**src/rtl/tm_input_sequencer.sv**
```systemverilog
// rtl/tm_input_sequencer.sv - program loader and single-step/auto-run sequencer for a Turing machine core
module tm_input_sequencer #(
    parameter int DW      = 4,
    parameter int NEXT_HI = 2,
    parameter int NEXT_LO = 2,
    parameter int DEB     = 4
) (
    input  logic          clock,
    input  logic          Reset_n,
    input  logic [DW-1:0] in_data,
    input  logic          in_valid,
    input  logic          in_last,
    output logic          in_ready,
    input  logic          step_btn,
    input  logic          auto_run,
    input  logic [7:0]    auto_period,
    input  logic [1:0]    tm_direction,
    output logic [DW-1:0] input_data,
    output logic          Next,
    output logic          Done,
    output logic [1:0]    phase,
    output logic [15:0]   step_count
);

    typedef enum logic [2:0] {
        LOAD_WAIT, LOAD_HI, LOAD_LO, DONE_PULSE, RUN_WAIT, RUN_HI, RUN_LO, HALTED
    } state_t;

    localparam int         DCW     = (DEB > 1) ? $clog2(DEB) : 1;
    localparam logic [DCW-1:0] DEB_MAX = DCW'(DEB - 1);
    localparam logic [3:0] HI_MAX  = 4'(NEXT_HI - 1);
    localparam logic [3:0] LO_MAX  = 4'(NEXT_LO - 1);

    logic rst_meta_q, rst_n_q;
    logic btn_s1_q, btn_s2_q;
    logic deb_q, deb_d, deb_prev_q;
    logic [DCW-1:0] deb_cnt_q, deb_cnt_d;
    logic step_req, auto_fire;

    state_t         state_q, state_d;
    logic           next_q, next_d, done_q, done_d, last_q, last_d;
    logic [3:0]     pcnt_q, pcnt_d;
    logic [7:0]     acnt_q, acnt_d;
    logic [DW-1:0]  data_q, data_d;
    logic [15:0]    steps_q, steps_d;

    logic unused_dir;
    assign unused_dir = tm_direction[0];

    // Assertion is immediate; release is retimed so no flop sees a runt reset edge.
    always_ff @(posedge clock or negedge Reset_n) begin
        if (!Reset_n) begin
            rst_meta_q <= 1'b0;
            rst_n_q    <= 1'b0;
        end else begin
            rst_meta_q <= 1'b1;
            rst_n_q    <= rst_meta_q;
        end
    end

    always_comb begin
        deb_d     = deb_q;
        deb_cnt_d = '0;
        if (btn_s2_q != deb_q) begin
            if (deb_cnt_q == DEB_MAX) deb_d = btn_s2_q;
            else deb_cnt_d = deb_cnt_q + DCW'(1);
        end
    end

    always_ff @(posedge clock or negedge rst_n_q) begin
        if (!rst_n_q) begin
            btn_s1_q   <= 1'b0;
            btn_s2_q   <= 1'b0;
            deb_q      <= 1'b0;
            deb_prev_q <= 1'b0;
            deb_cnt_q  <= '0;
        end else begin
            btn_s1_q   <= step_btn;
            btn_s2_q   <= btn_s1_q;
            deb_q      <= deb_d;
            deb_prev_q <= deb_q;
            deb_cnt_q  <= deb_cnt_d;
        end
    end

    assign step_req  = deb_q & ~deb_prev_q;
    assign auto_fire = auto_run && (acnt_q == auto_period);
    assign in_ready  = (state_q == LOAD_WAIT) && rst_n_q;

    always_comb begin
        state_d = state_q;
        next_d  = 1'b0;
        done_d  = 1'b0;
        pcnt_d  = pcnt_q;
        data_d  = data_q;
        last_d  = last_q;
        acnt_d  = 8'd0;
        steps_d = steps_q;
        case (state_q)
            LOAD_WAIT: begin
                if (in_valid && in_ready) begin
                    data_d  = in_data;
                    last_d  = in_last;
                    state_d = LOAD_HI;
                    next_d  = 1'b1;
                    pcnt_d  = 4'd0;
                end
            end
            LOAD_HI, RUN_HI: begin
                if (pcnt_q == HI_MAX) begin
                    state_d = (state_q == LOAD_HI) ? LOAD_LO : RUN_LO;
                    pcnt_d  = 4'd0;
                end else begin
                    pcnt_d = pcnt_q + 4'd1;
                    next_d = 1'b1;
                end
            end
            LOAD_LO: begin
                if (pcnt_q == LO_MAX) begin
                    pcnt_d = 4'd0;
                    if (last_q) begin
                        state_d = DONE_PULSE;
                        done_d  = 1'b1;
                    end else begin
                        state_d = LOAD_WAIT;
                    end
                end else begin
                    pcnt_d = pcnt_q + 4'd1;
                end
            end
            DONE_PULSE: state_d = RUN_WAIT;
            RUN_WAIT: begin
                // Halt wins over any pending step; button and auto steps merge into one.
                if (tm_direction[1]) begin
                    state_d = HALTED;
                end else if (step_req || auto_fire) begin
                    state_d = RUN_HI;
                    next_d  = 1'b1;
                    pcnt_d  = 4'd0;
                    if (steps_q != 16'hFFFF) steps_d = steps_q + 16'd1;
                end else if (auto_run) begin
                    acnt_d = acnt_q + 8'd1;
                end
            end
            RUN_LO: begin
                if (pcnt_q == LO_MAX) begin
                    pcnt_d  = 4'd0;
                    state_d = tm_direction[1] ? HALTED : RUN_WAIT;
                end else begin
                    pcnt_d = pcnt_q + 4'd1;
                end
            end
            HALTED:  state_d = HALTED;
            default: state_d = LOAD_WAIT;
        endcase
    end

    always_ff @(posedge clock or negedge rst_n_q) begin
        if (!rst_n_q) begin
            state_q <= LOAD_WAIT;
            next_q  <= 1'b0;
            done_q  <= 1'b0;
            pcnt_q  <= 4'd0;
            acnt_q  <= 8'd0;
            data_q  <= '0;
            last_q  <= 1'b0;
            steps_q <= 16'd0;
        end else begin
            state_q <= state_d;
            next_q  <= next_d;
            done_q  <= done_d;
            pcnt_q  <= pcnt_d;
            acnt_q  <= acnt_d;
            data_q  <= data_d;
            last_q  <= last_d;
            steps_q <= steps_d;
        end
    end

    always_comb begin
        case (state_q)
            RUN_WAIT, RUN_HI, RUN_LO: phase = 2'd1;
            HALTED:                   phase = 2'd2;
            default:                  phase = 2'd0;
        endcase
    end

    assign input_data = data_q;
    assign Next       = next_q;
    assign Done       = done_q;
    assign step_count = steps_q;

endmodule

```
**config.mk**
```make
export PLATFORM = sky130hd
export DESIGN_NAME = tm_input_sequencer
export DESIGN_NICKNAME = d
export VERILOG_FILES = /design/src/rtl/tm_input_sequencer.sv
export SDC_FILE = /design/constraint.sdc
export NUM_CORES = 1
export LEC_CHECK = 0
export ABC_AREA = 1
export BUFFER_PORTS_ARGS = -buffer_cell sky130_fd_sc_hd__buf_2
export CAP_MARGIN = 10
export CORE_MARGIN = 5
export CORE_UTILIZATION = 57
export CTS_CLUSTER_SIZE = 8
export DETAILED_ROUTE_END_ITERATION = 6
export PLACE_DENSITY = 0.86
export RECOVER_POWER = 50
export SYNTH_ARGS = -nofsm -noshare
export SYNTH_HDL_FRONTEND = slang
export SYNTH_SLANG_ARGS = --single-unit
export TNS_END_PERCENT = 10
```
**constraint.sdc**
```tcl
create_clock -name clock -period 3 [get_ports clock]
set_input_delay 0.45 -clock clock [delete_from_list [all_inputs] [get_ports clock]]
set_output_delay 0.45 -clock clock [all_outputs]
set_load 0.02 [all_outputs]
```
Word level (Yosys, flattened, before mapping)

Index checks and enable logic that the tools add are counted.

Input port bits: 20
Flip-flop bits (word level): 46
Output and inout port bits: 25
Logic and storage cells: 85

Muxes and demuxes: 30
Eq/ne operators: 19
Bitwise gates (word level): 3
Reduce and logical (&&, ||, !) cells: 14
Add/sub/neg operators: 4

Operators with widths:

| kind                    | number |
|---|---|
| $mux W8                 | 4 |
| $mux W3                 | 7 |
| $pmux W3 S7             | 1 |
| $add A16 B1 Y16 const B | 1 |
| $mux W4                 | 4 |
| $ne A16 B16 Y1 const B  | 1 |
| $eq A3 B3 Y1 const B    | 4 |
| $pmux W4 S3             | 1 |
| $ne A2 B2 Y1 const B    | 5 |
| $add A8 B1 Y8 const B   | 1 |
| $eq A8 B8 Y1            | 1 |
| $mux W2                 | 4 |
| $reduce_and A4 Y1       | 2 |
| $mux W1                 | 7 |
| $eq A3 B2 Y1 const B    | 2 |
| $reduce_and A5 Y1       | 1 |
| $add A4 B1 Y4 const B   | 1 |
| $eq A4 B1 Y1 const B    | 1 |
| $pmux W2 S2             | 1 |
| $reduce_and A2 Y1       | 2 |
| $reduce_or A4 Y1        | 1 |
| $eq A3 B1 Y1 const B    | 1 |
| $logic_and A1 B1 Y1     | 3 |
| $logic_not A3 Y1        | 1 |
| 12 further kinds        | 13 |

Depth between registers and ports, before layout

Gate-level depths: netlist (run 1).

Word-level depth: 6
Mapped depth: 12
Depth with buffers taken out: 11

Worst setup path before layout (run 1)

Ideal clock, no wire load.

Path type: reg-to-reg
From: reg rst_n_q
To: reg pcnt_q[0]
Required time: 2883 ps
Stages on the path, launching flop included: 10
Arrival: 2246 ps
Path buffers: 0
Library setup time: 117 ps
Period minus slack after synthesis: 2362 ps
Slack: 638 ps
Cell sequence: dfrtp_1 > inv_1 > nor2_2 > nand2_2 > nand3_1 > nand2_1 > nor2_1 > nand2_1 > nand2_1 > nand2_1

Word-level cells in the longest chain between the ends: 4

Ends and longest elaborated chain:

| element                            | line | source |
|---|---|---|
| from (decl)                        | 34   | `logic rst_meta_q, rst_n_q;` |
| from (signal assigned)             | 57   | `rst_n_q <= rst_meta_q;` |
| $logic_and A1 B1 Y1                | 88   | `assign in_ready = (state_q == LOAD_WAIT) && rst_n_q;` |
| named net in_ready                 | 13   | `output logic in_ready,` |
| $logic_and A1 B1 Y1                | 101  | `if (in_valid && in_ready) begin` |
| $ne A2 B1 Y1 (no source line)      | -    |  |
| $reduce_and A4 Y1 (no source line) | -    |  |
| to (signal assigned)               | 172  | `pcnt_q <= pcnt_d;` |
| to (decl)                          | 42   | `logic [3:0] pcnt_q, pcnt_d;` |

The timed path passes the listed nets, and every way through them passes these cells.
A chain may end at the register's enable or synchronous reset.

Final worst setup path (run 1)

From: reg state_q[1]
To: reg steps_q[4] (netlist: step_count[4])

Word-level cells in the longest chain between the ends: 2

Ends and longest elaborated chain:

| element                            | line | source |
|---|---|---|
| from (decl)                        | 40   | `state_t state_q, state_d;` |
| from (signal assigned)             | 169  | `state_q <= state_d;` |
| $eq A3 B3 Y1                       | 99   | `case (state_q)` |
| $reduce_and A4 Y1 (no source line) | -    |  |
| to (signal assigned)               | 176  | `steps_q <= steps_d;` |
| to (decl)                          | 45   | `logic [15:0] steps_q, steps_d;` |

No other way between the ends.

==> impl_results.md, run 1 <==
- GRT overflow: 0
- YS warnings: 0
- Die footprint: 5924 um2
- CP Launch Point: state_q[1]$_DFFE_PN0P_
- Cts bufs inserted: 5
- P per Cell Area: 642.5 nW/um2
- Relative slew slack: 29.63%
- Overall via count from detail_route: 2200
- Core outline area: 4354 um2
- Wire length after detailed routing: 5039 um
- Flop-to-flop setup slack: 1030 ps
- Total buffers and inverters traversed by the critical path: 0
- Final #Nets: 404
- Fraction of final layout cells with drive strength greater than 1: 16.58%
- Switch Pwr: roughly 0.7 mW
- Post-Route Setup TNS: 0 ps
- Cell at the root of the clock tree: clkbuf_8
- WP data required: 3200 ps
- Sort of element at the end of the critical path: flop
- Fillcell total: 372
- Global-route wire length before repair: roughly 9000 um
- Antenna violation net count after detailed routing: 0
- DRC marker count from the first detailed-route iteration: 120
- Internal power: 1.169 mW
- DR DRC count: 0
- Count of cell types in the netlist: 24
- Max capacitance violation total: 0
- Buffer levels on the longest clock path: 2
- Number of cells on the worst reg-to-reg path: 6
- Number of iterations in the first detailed-routing pass: 4
- Total instance count after detailed placement: approximately 420
- Synthesized netlist net count: 358
- Die Width: just under 80 um
- Total of flip-flops plus latches after synthesis: 46
- Most common cell on crit path: nand2_1
- Post-DR wirelength/cell: 11.66 um
- Highest fanout seen on the critical path: 22
- Sequential Area: 1152 um2
- FP Rows: 24
- Portion of total power attributed to combinational logic: 32.1%
- Clk pwr share: 24.8%
- Fin crit share: 65.57%
- Leakage power: roughly 1.6 nW
- Slew of the pin with the lowest slew margin: 1056 ps
- Clock tree from TritonCTS: built
- Sinks on Clock Net: 46
- Final weighted congestion in routability-driven placement: approximately 0.87
- Kind of launch point of the worst setup path: flop
- Delay-heaviest family, CP: simple AND/OR/NAND/NOR gates
- Area of combinational cells with multiple inputs: 1197 um2
- Run status: finished clean
- Top area cells in the synthesized netlist: dfrtp_1 45%, nand2_1 17%, inv_1 5.9%
- Most area-hungry cell type in the Yosys netlist: dfrtp_1
- Arrival time at the worst endpoint: 2170 ps
- Maximum number of pins on one net before global-route repair: between 40 and 50
- Reg-to-reg critical path startpoint: state_q[1]$_DFFE_PN0P_
- Mean area per synthesized cell: 7.676 um2
- Number of cells on the critical path: 6
- Die Height: 76.97 um
- F_max: between 500 and 600 MHz
- Portion of the post-synthesis area used by sequential elements: between 40% and 50%
- Power share of the sequential group: 43.1%
- Maximum vdd ir drop: 0.4246 mV
- Worst setup path endpoint: step_count[4]$_DFFE_PN0P_
- CP cell instances: nor2_2 > nand2_1 > nor2_4 > nand3_2 > nand2_1 > nand2_1
- Final number of setup-violating endpoints: 0
- Number of buffer cells added on primary ports: 43
- Largest stage delay on the critical path: roughly 460 ps
- Post-detailed-route via-to-cell ratio: 5.093
- Clock latency at the later pin of the worst-skew pair: 300 ps
- Post-synthesis instance area: 2556 um2
- Worst Skew: 7.925 ps
- Proportion of total power due to net switching: 37.36%
- Worst Setup Path Type: flop to flop
- Most common library cell in the layout ignoring fill and taps: nand2_1
- Hold crit path type: primary input to flop
- Worst path slowest cell: dfrtp_1
- Finished Layout Cells: 432
- Unrepaired setup endpoints after global routing: no
- Register clock-pin slew on the reported worst setup and hold paths: 90 ps
- Antenna diode instance count: 0
- Final HPWL DP: 3661 um
- Most frequent cells in the layout: 116 x nand2_1, 45 x dfrtp_1, 40 x inv_1, 39 x buf_2, 37 x nor2_1
- Gate count after technology mapping: 333
- Number of global-route vias before repair: 2145
- GRT Util Overall: 18.12%
- Buffer count from post-CTS setup fixing: 0
- Area grow syn2layout: 13.61%
- Effective utilization at floorplan: 58.71%
- Number of antenna violations at the first check in global routing: 0
- Top-level I/O count: 45
- Number of H-tree levels: 2
- Fin. max-slew vios: 0
- Top cell type's share of synthesized area: 45.03%
- Critical register-to-register path endpoint: step_count[4]$_DFFE_PN0P_
- Final worst path period need: 1967 ps
- Final hold vios: 0
## flip-flops by register name, summed over array words and instances, names as in the netlist, 2 cells and up
register	cells
step_count	16
pcnt_q	4
deb_cnt_q	2
state_q	3
input_data	4
acnt_q	8
## power by group through the flow
| stage | Combinational, mW | Sequential [mW] | Clock, mW |
|---|---|---|---|
| CTS | 0.605 | 0.805 | 0.473 |
| finish | 0.599 | 0.804 | 0.462 |
| global placement | 0.572 | 0.811 | 0 |
| floorplan | 0.465 | 0.834 | 0 |
| detailed placement | 0.606 | 0.815 | 0 |
| global route | 0.691 | 0.821 | 0.501 |
## metal layers
layer	vias up	track usage [%]	wire length, um
met5	-	0	0
met4	0	6.469	56
met3	6	3.044	222
met2	40	32.17	2514
met1	1025	21.85	2244
li1	1129	-	-
## how the worst min path moves through the flow
stage | from | slack, ps | cells past startpoint | to
floorplan | Reset_n | 150 | 0 | rst_meta_q$_DFF_PN0_
global placement | Reset_n | 240 | 1 | rst_meta_q$_DFF_PN0_
detailed placement | Reset_n | 240 | 1 | rst_meta_q$_DFF_PN0_
CTS | step_btn | 240 | 1 | btn_s1_q$_DFF_PN0_
global route | step_btn | 240 | 1 | btn_s1_q$_DFF_PN0_
finish | step_btn | 250 | 1 | btn_s1_q$_DFF_PN0_
## final cells by class
cell class              instances  share of cell area (%)
multi-input cells             241                   41.23
flip-flops and latches         46                   39.68
repair buffers                 45                   7.755
inverters                      40                   5.170
clock buffers                   5                   2.370
well taps                      52                   2.240
clock inverters                 3                   1.551
## cells in the mapped netlist
master	n
a21oi_1	1
a31oi_1	1
buf_2	1
buf_4	2
buf_6	2
buf_8	1
conb_1	1
dfrtp_1	46
ha_1	5
inv_1	40
nand2_1	116
nand2_2	2
nand3_1	17
nand3_2	3
nand4_1	19
nand4_4	1
nor2_1	37
nor2_2	3
nor2_4	2
nor3_1	6
o21ai_0	6
or2_2	3
xnor2_1	7
xor2_1	11
## kinds of logic after synthesis
kind of cell | after synthesis | share of synthesized area [%]
other cells | 1 | 0.1467
compound gates | 8 | 1.615
fa+ha+maj | 5 | 2.447
flops | 46 | 45.03
buf+inv | 46 | 8.125
xor+xnor | 18 | 6.167
simple gates | 209 | 36.47
## metrics by stage
stage          total power, mW  utilization, %  setup slack [ps]  area (um2)  hold slack [ps]
2_1_floorplan            1.299               -             637.6        2556            154.4
4_1_cts                  1.883           66.87              1050        2912            240.2
5_1_grt                  2.012           66.70             776.1        2904            244.5
3_5_place_dp             1.421           64.02             960.1        2788            236.3
3_3_place_gp             1.383           64.02              1031        2788            235.7
6_report                 1.866           66.70              1033        2904            251.6
## worst register-to-register path, cell delays in order (launching register included)
cell and delay (ps):
dfrtp_1 460, nor2_2 200, nand2_1 140, nor2_4 440, nand3_2 390, nand2_1 170, nand2_1 60
## repair_timing
item / in CTS / in global routing
hold buffers: 1 / 0
resized for setup: 0 / 0
endpoints found under the hold margin: 2 / 0
(Power assumes the default switching activity.)
==> run 2, diff against run 1 <==
CORE_UTILIZATION = 50   (was 57)
PLACE_DENSITY = 0.8   (was 0.86)
clock period = 1.7 ns   (was 3 ns; I/O delays follow)
==> run 2 against run 1 <==
- count of clock-buffer cells in the layout up 1
- combinational power up 94%
- sequential power up 75%
- critical path type unchanged
- critical endpoint is now step_count[11]$_DFFE_PN0P_
- largest power group unchanged
==> impl_results.md, run 2 (synthesis results as in run 1) <==
- Run status: finished clean
- P per Cell Area: 1168 nW/um2
- Fin. max-slew vios: 0
- DR DRC count: 0
- Pre-CTS setup slack: a little under 90 ps
- Arrival time at the worst endpoint: 1760 ps
- Buffer levels on the longest clock path: 2
- FP Rows: 26
- Post-detailed-route via-to-cell ratio: around 4.9
- Max capacitance violation total: 0
- Leakage power: 1.640 nW
- Relative slew slack: 28.78%
- Highest fanout seen on the critical path: 18
- Final hold vios: 0
- Most common library cell in the layout ignoring fill and taps: nand2_1
- Top-level I/O count: between 40 and 50
- Wire length after detailed routing: approximately 5300 um
- Largest stage delay on the critical path: between 400 and 500 ps
- Sort of element at the end of the critical path: flop
- Number of H-tree levels: 2
- Post-route total power: 3.548 mW
- CP cell instances: inv_1 > nand2_1 > nand2_1 > nand2_1 > nor2_1 > nand3_2 > nand2_2 > buf_6 > nand3_1 > nand2_1 > nand2_1
- Minimum hold slack: a little under 60 ps
- Largest register FFs: 16
- Post-DR wirelength/cell: 11.55 um
- Number of iterations in the first detailed-routing pass: 4
- Antenna violation net count after detailed routing: 0
- Number of global-route vias before repair: approximately 2100
- Final core occ: 60.22%
- Die footprint: around 6600 um2
- Worst Setup Path Type: flop to flop
- Core outline area: 5042 um2
- Final #Nets: 410
- DRC marker count from the first detailed-route iteration: about 150
- Die Width: 81.50 um
- Summed area of non-filler cells in the final layout: 3037 um2
- Hold crit path type: primary input to flop
- Finished Layout Cells: 456
- Global-route wire length before repair: just under 9000 um
- WP data required: 1890 ps
- Most frequent cells in the layout: 116 x nand2_1, 45 x dfrtp_1, 40 x inv_1, 39 x buf_2, 37 x nor2_1
- Final HPWL DP: 3801 um
- Maximum number of pins on one net before global-route repair: 45
- GRT Util Overall: 17.20%
- Total instance count after detailed placement: roughly 450
- Worst Skew: 4.764 ps
- GRT overflow: 0
- Worst path slowest cell: dfrtp_1
- Final worst path period need: 1569 ps
- Die Height: 81.50 um
- Overall via count from detail_route: 2245
- F_max: approximately 640 MHz
- Antenna diode instance count: 0
- Kind of launch point of the worst setup path: flop
- Fin crit share: 92.31%
- Effective utilization at floorplan: 50.69%
- Slew of the pin with the lowest slew margin: 1068 ps
- Number of antenna violations at the first check in global routing: 0
- PnR worst setup slack: 130.8 ps
- Clock tree from TritonCTS: built
- Final number of setup-violating endpoints: 0
- Cell at the root of the clock tree: clkbuf_8
- Clock latency at the later pin of the worst-skew pair: 300 ps
- Fraction of final layout cells with drive strength greater than 1: 17.88%
- Sinks on Clock Net: 46
- Cts bufs inserted: 5
- Most common cell on crit path: nand2_1
- Post-Route Setup TNS: 0 ps
- Maximum vdd ir drop: 0.7503 mV
- Unrepaired setup endpoints after global routing: no
- Number of buffer cells added on primary ports: 43
- Register clock-pin slew on the reported worst setup and hold paths: 80 ps
- Final weighted congestion in routability-driven placement: 0.8481
- Instance area after placement: 2875 um2
- Area grow syn2layout: 18.80%
-- run 2: path summary, 6_finish.rpt --
path                                     startpoint                          to  slack (ps)  cells after the start
worst max-delay path            acnt_q[4]$_DFF_PN0_  step_count[11]$_DFFE_PN0P_         130                     11
worst min-delay path                       step_btn          btn_s1_q$_DFF_PN0_          60                      1
worst max register to register  acnt_q[4]$_DFF_PN0_  step_count[11]$_DFFE_PN0P_         130                     11
worst min register to register   btn_s1_q$_DFF_PN0_          btn_s2_q$_DFF_PN0_         370                      0
max in group asynchronous         rst_n_q$_DFF_PN0_   step_count[1]$_DFFE_PN0P_         440                      1
min in group asynchronous                   Reset_n           rst_n_q$_DFF_PN0_         260                      2
-- run 2: metal layers --
layer	track usage, %	wire length (um)	vias to the layer above
li1	-	-	1142
met1	20.66	2311	1040
met2	29.40	2603	58
met3	4.276	299	5
met4	6.926	51	0
met5	0	0	-
-- run 2: cell type report --
| cell class | count | area [um2] |
|---|---|---|
| fill | 442 | 2006 |
| multi-input combinational | 241 | 1215 |
| sequential | 46 | 1155 |
| timing repair buffer | 51 | 286.5 |
| inverter | 40 | 150.1 |
| tap | 70 | 87.58 |
| clock buffer | 6 | 82.58 |
| clock inverter | 2 | 60.06 |
-- run 2: repair_timing --
| item | 4_1_cts | 5_1_grt |
|---|---|---|
| hold buffers | 1 | 0 |
| gates resized for setup | 0 | 3 |
| hold endpoints to repair | 2 | 0 |
| buffers inserted | 0 | 0 |
| endpoints found under the setup margin | 0 | 18 |
-- run 2: report_power, final --
group | internal, mW | total (mW) | leakage [nW] | switching (mW)
clock | 0.627 | 0.984 | 0.0714 | 0.358
sequential | 1.26 | 1.41 | 0.604 | 0.146
combinational | 0.428 | 1.16 | 0.964 | 0.730
-- run 2: worst max-delay path, delay by kind of cell (launching register included) --
kind | cells | cell delay, ps
buf+inv | 2 | 290
simple gates | 9 | 720
flops | 1 | 430
